**config.mk**
```make
export PLATFORM = sky130hd
export DESIGN_NAME = hazard_scoreboard
export DESIGN_NICKNAME = d
export VERILOG_FILES = /design/src/rtl/arm_pipe_pkg.sv /design/src/rtl/hazard_sb_slot.sv /design/src/rtl/hazard_scoreboard.sv
export SDC_FILE = /design/constraint.sdc
export NUM_CORES = 1
export LEC_CHECK = 0
export CORE_MARGIN = 2
export CORE_UTILIZATION = 49
export CTS_BUF_LIST = sky130_fd_sc_hd__clkbuf_4
export DETAILED_ROUTE_END_ITERATION = 8
export PLACE_DENSITY = 0.88
export SYNTH_ARGS = -nofsm -noshare
export SYNTH_HDL_FRONTEND = slang
export SYNTH_SLANG_ARGS = --single-unit
```
**constraint.sdc**
```tcl
create_clock -name clk -period 1.95 [get_ports clk]
set_input_delay 0.195 -clock clk [delete_from_list [all_inputs] [get_ports clk]]
set_output_delay 0.195 -clock clk [all_outputs]
set_load 0.1 [all_outputs]
```
**src/rtl/arm_pipe_pkg.sv**
```systemverilog
`default_nettype none
// arm_pipe_pkg: shared types and constants for the ARM pipeline hazard scoreboard.
package arm_pipe_pkg;
  localparam int REG_IDX_W = 4;
  localparam int FWD_RF    = 0;

  typedef struct packed {
    logic                 valid;
    logic [REG_IDX_W-1:0] dest;
    logic                 is_load;
  } slot_t;
endpackage
`default_nettype wire

```
**src/rtl/hazard_sb_slot.sv**
```systemverilog
`default_nettype none
// hazard_sb_slot: one in-flight destination slot with hold/load/clear and
// the two source-operand comparators against the instruction in ID.
module hazard_sb_slot
  import arm_pipe_pkg::*;
(
  input  logic                 clk,
  input  logic                 rst,
  input  logic                 hold,
  input  slot_t                d,
  output slot_t                q,
  input  logic [REG_IDX_W-1:0] src1,
  input  logic [REG_IDX_W-1:0] src2,
  input  logic                 two_src,
  output logic                 hit_a,
  output logic                 hit_b
);
  always_ff @(posedge clk or posedge rst) begin
    if (rst) begin
      q <= '0;
    end else if (!hold) begin
      q <= d;
    end
  end

  assign hit_a = q.valid && (q.dest == src1);
  assign hit_b = q.valid && two_src && (q.dest == src2);
endmodule
`default_nettype wire

```
**src/rtl/hazard_scoreboard.sv**
```systemverilog
`default_nettype none
// hazard_scoreboard: DEPTH-slot destination tracker producing the ID freeze and
// operand forwarding selects. Forwarding is compiled in with HAZARD_FORWARD_EN.
module hazard_scoreboard
  import arm_pipe_pkg::*;
#(
  parameter int REG_ADDR_W = REG_IDX_W,
  parameter int DEPTH      = 2,
  parameter int CNT_W      = 16
) (
  input  logic                         clk,
  input  logic                         rst,
  input  logic                         stall_in,
  input  logic                         flush,
  input  logic                         wb_en_id,
  input  logic                         mem_read_id,
  input  logic [REG_ADDR_W-1:0]        dest_id,
  input  logic [REG_ADDR_W-1:0]        src1_id,
  input  logic [REG_ADDR_W-1:0]        src2_id,
  input  logic                         two_src_id,
  output logic                         hazard,
  output logic [$clog2(DEPTH+1)-1:0]   fwd_sel_a,
  output logic [$clog2(DEPTH+1)-1:0]   fwd_sel_b,
  output logic [CNT_W-1:0]             stall_count
);
  localparam int FWD_W = $clog2(DEPTH+1);

  slot_t                id_slot;
  slot_t                slot_d [DEPTH];
  slot_t                slot_q [DEPTH];
  logic [DEPTH-1:0]     hit_a;
  logic [DEPTH-1:0]     hit_b;
  logic [REG_IDX_W-1:0] src1_w;
  logic [REG_IDX_W-1:0] src2_w;
  logic                 unused_tail;

  assign src1_w = REG_IDX_W'(src1_id);
  assign src2_w = REG_IDX_W'(src2_id);

  // A frozen or flushed ID instruction becomes a bubble in EXE.
  always_comb begin
    id_slot = '0;
    if (!hazard && !flush) begin
      id_slot.valid   = wb_en_id;
      id_slot.dest    = REG_IDX_W'(dest_id);
      id_slot.is_load = mem_read_id & wb_en_id;
    end
  end

  for (genvar k = 0; k < DEPTH; k++) begin : g_slot
    if (k == 0) begin : g_head
      assign slot_d[k] = id_slot;
    end else begin : g_tail
      assign slot_d[k] = slot_q[k-1];
    end

    hazard_sb_slot u_slot (
      .clk     (clk),
      .rst     (rst),
      .hold    (stall_in),
      .d       (slot_d[k]),
      .q       (slot_q[k]),
      .src1    (src1_w),
      .src2    (src2_w),
      .two_src (two_src_id),
      .hit_a   (hit_a[k]),
      .hit_b   (hit_b[k])
    );
  end

  // The oldest slot retires into WB; nothing downstream reads it here.
  assign unused_tail = ^slot_q[DEPTH-1];

`ifdef HAZARD_FORWARD_EN
  logic [FWD_W-1:0] idx_a;
  logic [FWD_W-1:0] idx_b;
  logic             any_a;
  logic             any_b;

  // Scan oldest to youngest so the lowest matching index is left standing.
  always_comb begin
    idx_a = '0;
    idx_b = '0;
    any_a = 1'b0;
    any_b = 1'b0;
    for (int k = DEPTH - 1; k >= 0; k--) begin
      if (hit_a[k]) begin
        any_a = 1'b1;
        idx_a = FWD_W'(k);
      end
      if (hit_b[k]) begin
        any_b = 1'b1;
        idx_b = FWD_W'(k);
      end
    end
  end

  assign hazard    = slot_q[0].is_load & (hit_a[0] | hit_b[0]);
  assign fwd_sel_a = any_a ? idx_a + FWD_W'(1) : FWD_W'(FWD_RF);
  assign fwd_sel_b = any_b ? idx_b + FWD_W'(1) : FWD_W'(FWD_RF);
`else
  assign hazard    = |{hit_a, hit_b};
  assign fwd_sel_a = FWD_W'(FWD_RF);
  assign fwd_sel_b = FWD_W'(FWD_RF);
`endif

  always_ff @(posedge clk or posedge rst) begin
    if (rst) begin
      stall_count <= '0;
    end else if (!stall_in && hazard && (stall_count != {CNT_W{1'b1}})) begin
      stall_count <= stall_count + CNT_W'(1);
    end
  end
endmodule
`default_nettype wire

```
Yosys cells after proc, flatten, opt, wreduce, memory -nomap -nowiden
Cells that the tools add are included.

Word-level logic and storage cells: 26. Flip-flop bits (word level): 26.

Reduce and logical (&&, ||, !) cells: 13. Mux-type cells: 1. Bitwise gates (word level): 1. Equal/unequal tests: 5. Add/subtract/negate cells: 1.

Operators with widths (count): 16-bit by 1-bit adder with 16-bit output (second input constant) (1); 4-bit == test (4); 16-bit inequality test (second input constant) (1); 1-bit logical AND (9); 6-bit 2-to-1 mux (1); 4-bit OR reduction (1); 1-bit zero test (3); 1-bit bitwise AND (1).

Logic depth before layout (Yosys ltp)
Gate-level depths: netlist of the first run.

Depth after elaboration: 6. Mapped depth: 8. Mapped depth without buffers: 6.

Cells and area by module
Synthesis of the first run repeated with hierarchy kept, for this count alone.

Cell total of the unflattened synthesis: 143. Area total of the unflattened synthesis: 1577.8 µm².

By module, submodules not included: hazard_scoreboard (times used 1, area an instance 902.1 µm², cells an instance 85, seq. area each 400.4 µm²); hazard_sb_slot (times used 2, area an instance 337.8 µm², cells an instance 29, seq. area each 150.1 µm²).

Worst setup path before layout of the first run
Ideal clock, no wire load.

Kind: reg2reg. Start point: register stall_count[2]. End point: register stall_count[1]. Cell stages (with the launch flop): 7. Slack: -0.474 ns. Buffers on the path: 0. Setup time: 0.126 ns. Arrival: 2.297 ns. Required time: 1.824 ns. Clock period less this slack: 2.424 ns. Path through: dfrtp_1 and4_1 nand3_1 nor4_2 nor2_1 and2_4 mux2_4.

Word-level cells in the longest chain between the ends: 2.

RTL lines: start: declaration (RTL line hazard_scoreboard.sv:24) `output logic [CNT_W-1:0] stall_count`; start signal: assignment (RTL line hazard_scoreboard.sv:111) `stall_count <= stall_count + CNT_W'(1);`; 16-bit inequality test (RTL line hazard_scoreboard.sv:110) `end else if (!stall_in && hazard && (stall_count != {CNT_W{1'b1}})) begin`; 1-bit logical AND (RTL line hazard_scoreboard.sv:110).

Every way passes these cells. A chain may end at the register's enable or synchronous reset.

Worst setup path in the final report of the first run
Start point: register g_slot[0].u_slot.q[3] (netlist bit). End point: output port hazard.

Word-level cells in the longest chain between the ends: 3. Elaborated cells between the ends (all ways): 5.

RTL lines: start: declaration (RTL line hazard_sb_slot.sv:11) `output slot_t q,`; start signal: assignment (RTL line hazard_sb_slot.sv:20) `q <= '0;`; start signal: assignment (RTL line hazard_sb_slot.sv:22) `q <= d;`; 4-bit == test (on tied branches) (RTL line hazard_sb_slot.sv:27, hazard_sb_slot.sv:26); 1-bit logical AND (on tied branches) (RTL line hazard_sb_slot.sv:27, hazard_sb_slot.sv:26); 4-bit OR reduction * (RTL line hazard_scoreboard.sv:102) `assign hazard = |{hit_a, hit_b};`; end: declaration (RTL line hazard_scoreboard.sv:21) `output logic hazard,`.

Every way passes the cells marked *; elsewhere a longest branch is shown, timed or not.

==> impl_metrics.ini, run 1 <==
[sta]
setup_viol_count_final = 1
slew_violations = 0
finClkSkew_ns = 0.00264
min_period_ns = 1.97
rsz0062_at_grt = yes
fin_ws_ns = -0.0179
fin_tns_setup_ns = -0.0179
hold_viol = 0
max_freq_ghz = 0.508
fin_crit_sh_pct = 101

[detailed_routing]
via_count = 1133
viasPerCell = 5.47
drt_iter0_drc = 41
detail-route-antenna-nets = 0
drc = 0
drt_wl_total_mm = 3.16
first_pass_iters = 4
wire_per_inst_um = 15.3

[global_route]
grt_pass1_vias = 1164
grtUsageMet1_pct = 24.4
grt_max_degree = 27
met2_usage_pct = 32.8
grt.met3_usage_pct = 3.17
antenna_found_initial = 0
grt.total_usage_pct = 19.4
grt-ovfl-total = 0
grt.busiest_layer = met2
grt_pass1_wl_mm = 4.99

[run_status]
violations = negative setup slack
status = finished with violations

[synth]
syn_avg_cell_area_um2 = 11.0
synth.distinct_cells = 30
syn_inst = 127
synthArstFlopShare_pct = 100
netlist.area_leader.share_pct = 46.6
yosys.area.top_type = dfrtp_1
ys_warn_count = 0
synthFlopType = dfrtp_1
yosysSeqAreaShare_pct = 46.6
synth-edff-count = 0
synth_area_mm2 = 0.00140
synth_common_cells = dfrtp_1 (26), xnor2_1 (24), nand3_1 (10)
ys_seq_elements = 26
synthTopCellsByArea = dfrtp_1 (47%), xnor2_1 (15%), xor2_1 (4.4%)
yosysMostFrequentCell = dfrtp_1

[floorplan]
fp.dieW_um = 57.4
die-area_mm2 = 0.00330
initial_core_util_pct = 51.1
die_h_um = 57.4
rows = 19
core_area_mm2 = 0.00273
ios = 40

[placed_design]
place.gp.congestion = 0.863
dp_hpwl_mm = 2.25
placed_cell_area_mm2 = 0.00180
place_inst = 196
port_buffers = 34

[pwr]
powerDensity_mw_per_mm2 = 706
power.static_leakage_nw = 0.818
power_mw = 1.36
ir_drop_v = 0.00116

[critical_path]
crit_chain = xnor2_1 > nand3_1 > nor4_2 > or3_4 > buf_12 > buf_12
required_ns = 1.75
slowest_stage = dfrtp_1
max_stage_delay_ns = 0.44
crit_path_frequent_cell = buf_12
rr_worst_depth = 8
path_class = register to primary output
crit_path_max_fanout = 3
cp-start-kind = register
worst_setup_path_end_kind = primary output
ff2ff_setup_slack_ns = 0.03
cp.arrival_ns = 1.77

[job]
maxCapViolCount = 0

[layout]
final_util_pct = 70.4
area_growth_pct = 37.7
final_cells = 207
fin_nets = 198
n_antenna_cell = 0
drive_gt1_share_pct = 37.5
final_area_mm2 = 0.00192

[hold_path]
min_path_type = input port to async pin

[cts]
cts_buffers = 3
cts_tree = done
cts_max_level = 1
clkTransAtPathRegs_ns = 0.12
cts_sinks = 26
cts.path.max_buffers = 2
cts_root_buf = clkbuf_4
clk_latency_ns = 0.31
-- state kept, by name (all words and copies together) (netlist names) --
signal and cells:
g_slot.u_slot.q 10, stall_count 16
-- path summary, 6_finish.rpt --
kind	from	to
setup / recovery	g_slot[0].u_slot.q[3]	hazard
hold / removal	rst	g_slot[0].u_slot.q[4]
setup reg to reg	g_slot[0].u_slot.q[3]	g_slot[0].u_slot.q[3]
hold reg to reg	stall_count[11]	stall_count[11]
max in group asynchronous	rst	stall_count[5]
min in group clk	wb_en_id	g_slot[0].u_slot.q[5]
-- layout by cell type, fill, tap and decap left out, types with 2 or more instances in the layout --
cell             synthesis  layout
xor2_1                   7       6
xnor2_1                 24      23
nor2_1                   3       3
dfrtp_1                 26       9
nand4_1                  8       8
nand2_1                  7       7
clkbuf_4                 0       3
nand3_1                 10      10
dfrtp_4                  0       4
buf_4                    4      30
mux2_2                   5       5
nand3b_1                 2       2
nor2b_1                  2       2
nor4_2                   1       2
dfrtp_2                  0      13
conb_1                   1       4
a22o_1                   5       5
buf_12                   0       2
and3_1                   4       4
nor3_1                   3       3
clkdlybuf4s50_1          0      17
-- power breakdown --
part / internal, mW / total, mW / switching [mW]
sequential: 0.588 / 0.640 / 0.0513
clock: 0.0721 / 0.211 / 0.139
combinational: 0.185 / 0.507 / 0.322
-- metal layers --
layer | vias to the layer above | routed length [um]
li1 | 539 | -
met1 | 545 | 1290
met2 | 43 | 1650
met3 | 6 | 176
met4 | 0 | 40
met5 | - | 0
-- worst max-delay path: cells and delay by family, from the launching register on --
family                 cells  cell delay (ns)
AND/OR/NAND/NOR            3             0.56
buffers and inverters      2             0.31
flip-flops                 1             0.44
XOR/XNOR                   1             0.15
-- logic make-up (layout without fill, tap and decap cells) --
logic type                 after synthesis  count (layout)  share of synthesized area [%]
xor gates and xnor gates                31              31                           19.4
buffers and inverters                    8              54                           3.85
other                                    1               4                          0.268
DFF                                     26              26                           46.6
AOI/OAI and AO/OA                        6               6                           3.58
and+or+nand+nor                         48              48                           20.3
muxes                                    6               6                           5.10
adders and majority gates                1               1                          0.895
-- layout make-up --
class | instances | area [um^2]
multi-input cells | 96 | 731
inverters | 1 | 3.75
well taps | 31 | 38.8
clock buffers | 3 | 22.5
flip-flops and latches | 26 | 682
repair buffers | 50 | 447
fillers | 209 | 810
-- metrics by stage --
step	setup slack, ns	hold slack [ns]
finish	-0.0179	0.224
global route	-0.0761	0.244
detailed placement	-0.125	0.476
global placement	-0.0497	0.472
floorplan	-0.0620	0.234
CTS	0.0431	0.227
-- repair_timing --
| item | 4_1_cts | 5_1_grt |
|---|---|---|
| hold buffers | 0 | 0 |
| resized for setup | 1 | 5 |
| cloned | 0 | 0 |
| setup buffers | 5 | 4 |
| endpoints found under the setup margin | 1 | 8 |
| hold endpoints to repair | 0 | 0 |
| pin swaps | 2 | 6 |
No activity file was read; power rests on OpenSTA's default activity.
==> inputs of run 2 (changes only) <==
Settings changed: RECOVER_POWER set to 100.
==> impl_metrics.ini, run 2 (synthesized netlist as in run 1, its figures left out) <==
[layout]
final_area_mm2 = 0.00187
nFillCells = 228
final_cells = 207
largest_reg_flops = 16
fin_nets = 198
area_growth_pct = 34.0
seqCellArea_um2 = 682
regMostFlops = stall_count
n_antenna_cell = 0
multiInputGateArea_um2 = 731
layout_commonest_cell = xnor2_1
layout_common_cells = xnor2_1 (23), clkdlybuf4s50_1 (16), clkbuf_2 (16), dfrtp_2 (13), buf_4 (11)
reg_top3 = stall_count (16), g_slot.u_slot.q (10)
drive_gt1_share_pct = 35.8

[cts]
clkTransAtPathRegs_ns = 0.12
clk_latency_ns = 0.30
cts_buffers = 3
cts_root_buf = clkbuf_4
holdBufCountCts = 0
cts.path.max_buffers = 2
cts_tree = done
cts_sinks = 26
cts_max_level = 1

[pwr]
powerDensity_mw_per_mm2 = 715
ir_drop_v = 0.00111
power.static_leakage_nw = 0.794

[placed_design]
place.gp.congestion = 0.863
port_buffers = 34
dp_hpwl_mm = 2.25
place_inst = 196
placed_cell_area_mm2 = 0.00180

[sta]
max_freq_ghz = 0.509
whs_ns = 0.480
fin_ws_ns = -0.0160
fin_crit_sh_pct = 101
hold_viol = 0
rsz0062_at_grt = yes
setup_viol_count_final = 1
relSlewSlack_pct = 14.5
slew_violations = 0
finClkSkew_ns = 0.00170
min_period_ns = 1.97
tightest_slew_ns = 1.28

[floorplan]
core_area_mm2 = 0.00273
initial_core_util_pct = 51.1
die_h_um = 57.4
rows = 19
ios = 40
die-area_mm2 = 0.00330
fp.dieW_um = 57.4

[detailed_routing]
detail-route-antenna-nets = 0
drt_wl_total_mm = 3.14
via_count = 1140
drc = 0
wire_per_inst_um = 15.2
first_pass_iters = 4
viasPerCell = 5.51
drt_iter0_drc = 38

[global_route]
antenna_found_initial = 0
met2_usage_pct = 32.8
grtUsageMet1_pct = 24.4
grt_pass1_vias = 1164
grt_pass1_wl_mm = 4.99
grt.met3_usage_pct = 3.17
grt_max_degree = 27
grt.total_usage_pct = 19.4
grt-ovfl-total = 0
grt.busiest_layer = met2

[critical_path]
required_ns = 1.75
crit_chain = xnor2_1 > nand3_1 > nor4_2 > or3_4 > buf_12 > buf_12
crit_path_frequent_cell = buf_12
cp.arrival_ns = 1.77
max_stage_delay_ns = 0.44
critPathTopFamily = simple AND/OR/NAND/NOR gates
critPathBufInv = 2
worst_setup_path_end_kind = primary output
slowest_stage = dfrtp_1
crit_path_max_fanout = 3
cp-start-kind = register
path_class = register to primary output

[run_status]
status = finished with violations
violations = negative setup slack

[job]
maxCapViolCount = 0

[hold_path]
min_path_type = input port to register
==> run 2: cell types whose count changed in the layout (fill, tap and decap cells not counted) <==
| cell | delta |
|---|---|
| clkdlybuf4s50_1 | -1 |
| dlygate4sd3_1 | +1 |
| buf_4 | -19 |
| clkbuf_2 | +16 |
| clkbuf_1 | +3 |
==> run 2: final cells by class <==
cell class,count,area share (%)
clock buffers,3,1.20
inverters,1,0.200
multi-input cells,96,39.0
flip-flops and latches,26,36.4
well taps,31,2.07
repair buffers,50,21.1
==> run 2: final timing paths <==
check,start,endpoint,slack [ns],cells after the start
worst max-delay path,g_slot[0].u_slot.q[3],hazard,-0.02,6
worst min-delay path,wb_en_id,g_slot[0].u_slot.q[5],0.48,2
worst max register to register,g_slot[0].u_slot.q[3],g_slot[0].u_slot.q[3],0.03,8
worst min register to register,stall_count[11],stall_count[11],0.49,1
max in group asynchronous,rst,stall_count[5],0.45,3
min in group asynchronous,rst,g_slot[0].u_slot.q[4],0.60,3
==> run 2: timing repair <==
item,CTS,global route
endpoints found under the setup margin,1,8
resized for setup,1,5
buffers inserted,5,4
pin swaps,2,6
==> run 2: stage by stage <==
stage / setup WS [ns] / power, mW / utilization (%) / setup TNS, ns
after floorplan: -0.0620 / 0.988 / - / -0.0620
after global placement: -0.0497 / 1.10 / 65.8 / -0.266
after detailed placement: -0.125 / 1.12 / 65.8 / -1.19
after CTS: 0.0431 / 1.34 / 67.9 / 0
after global routing: -0.0761 / 1.40 / 68.5 / -0.248
final: -0.0160 / 1.34 / 68.5 / -0.0160
==> run 2: layer usage <==
metal	wire, um	part of all wire [%]
met1	1260	40
met4	40	1.3
met2	1670	53
met3	172	5.5
met5	0	0
==> run 2: power breakdown <==
group	internal, mW	leakage (nW)	switching, mW
logic	0.168	0.458	0.322
clock network	0.0721	0.0138	0.138
registers	0.588	0.323	0.0505
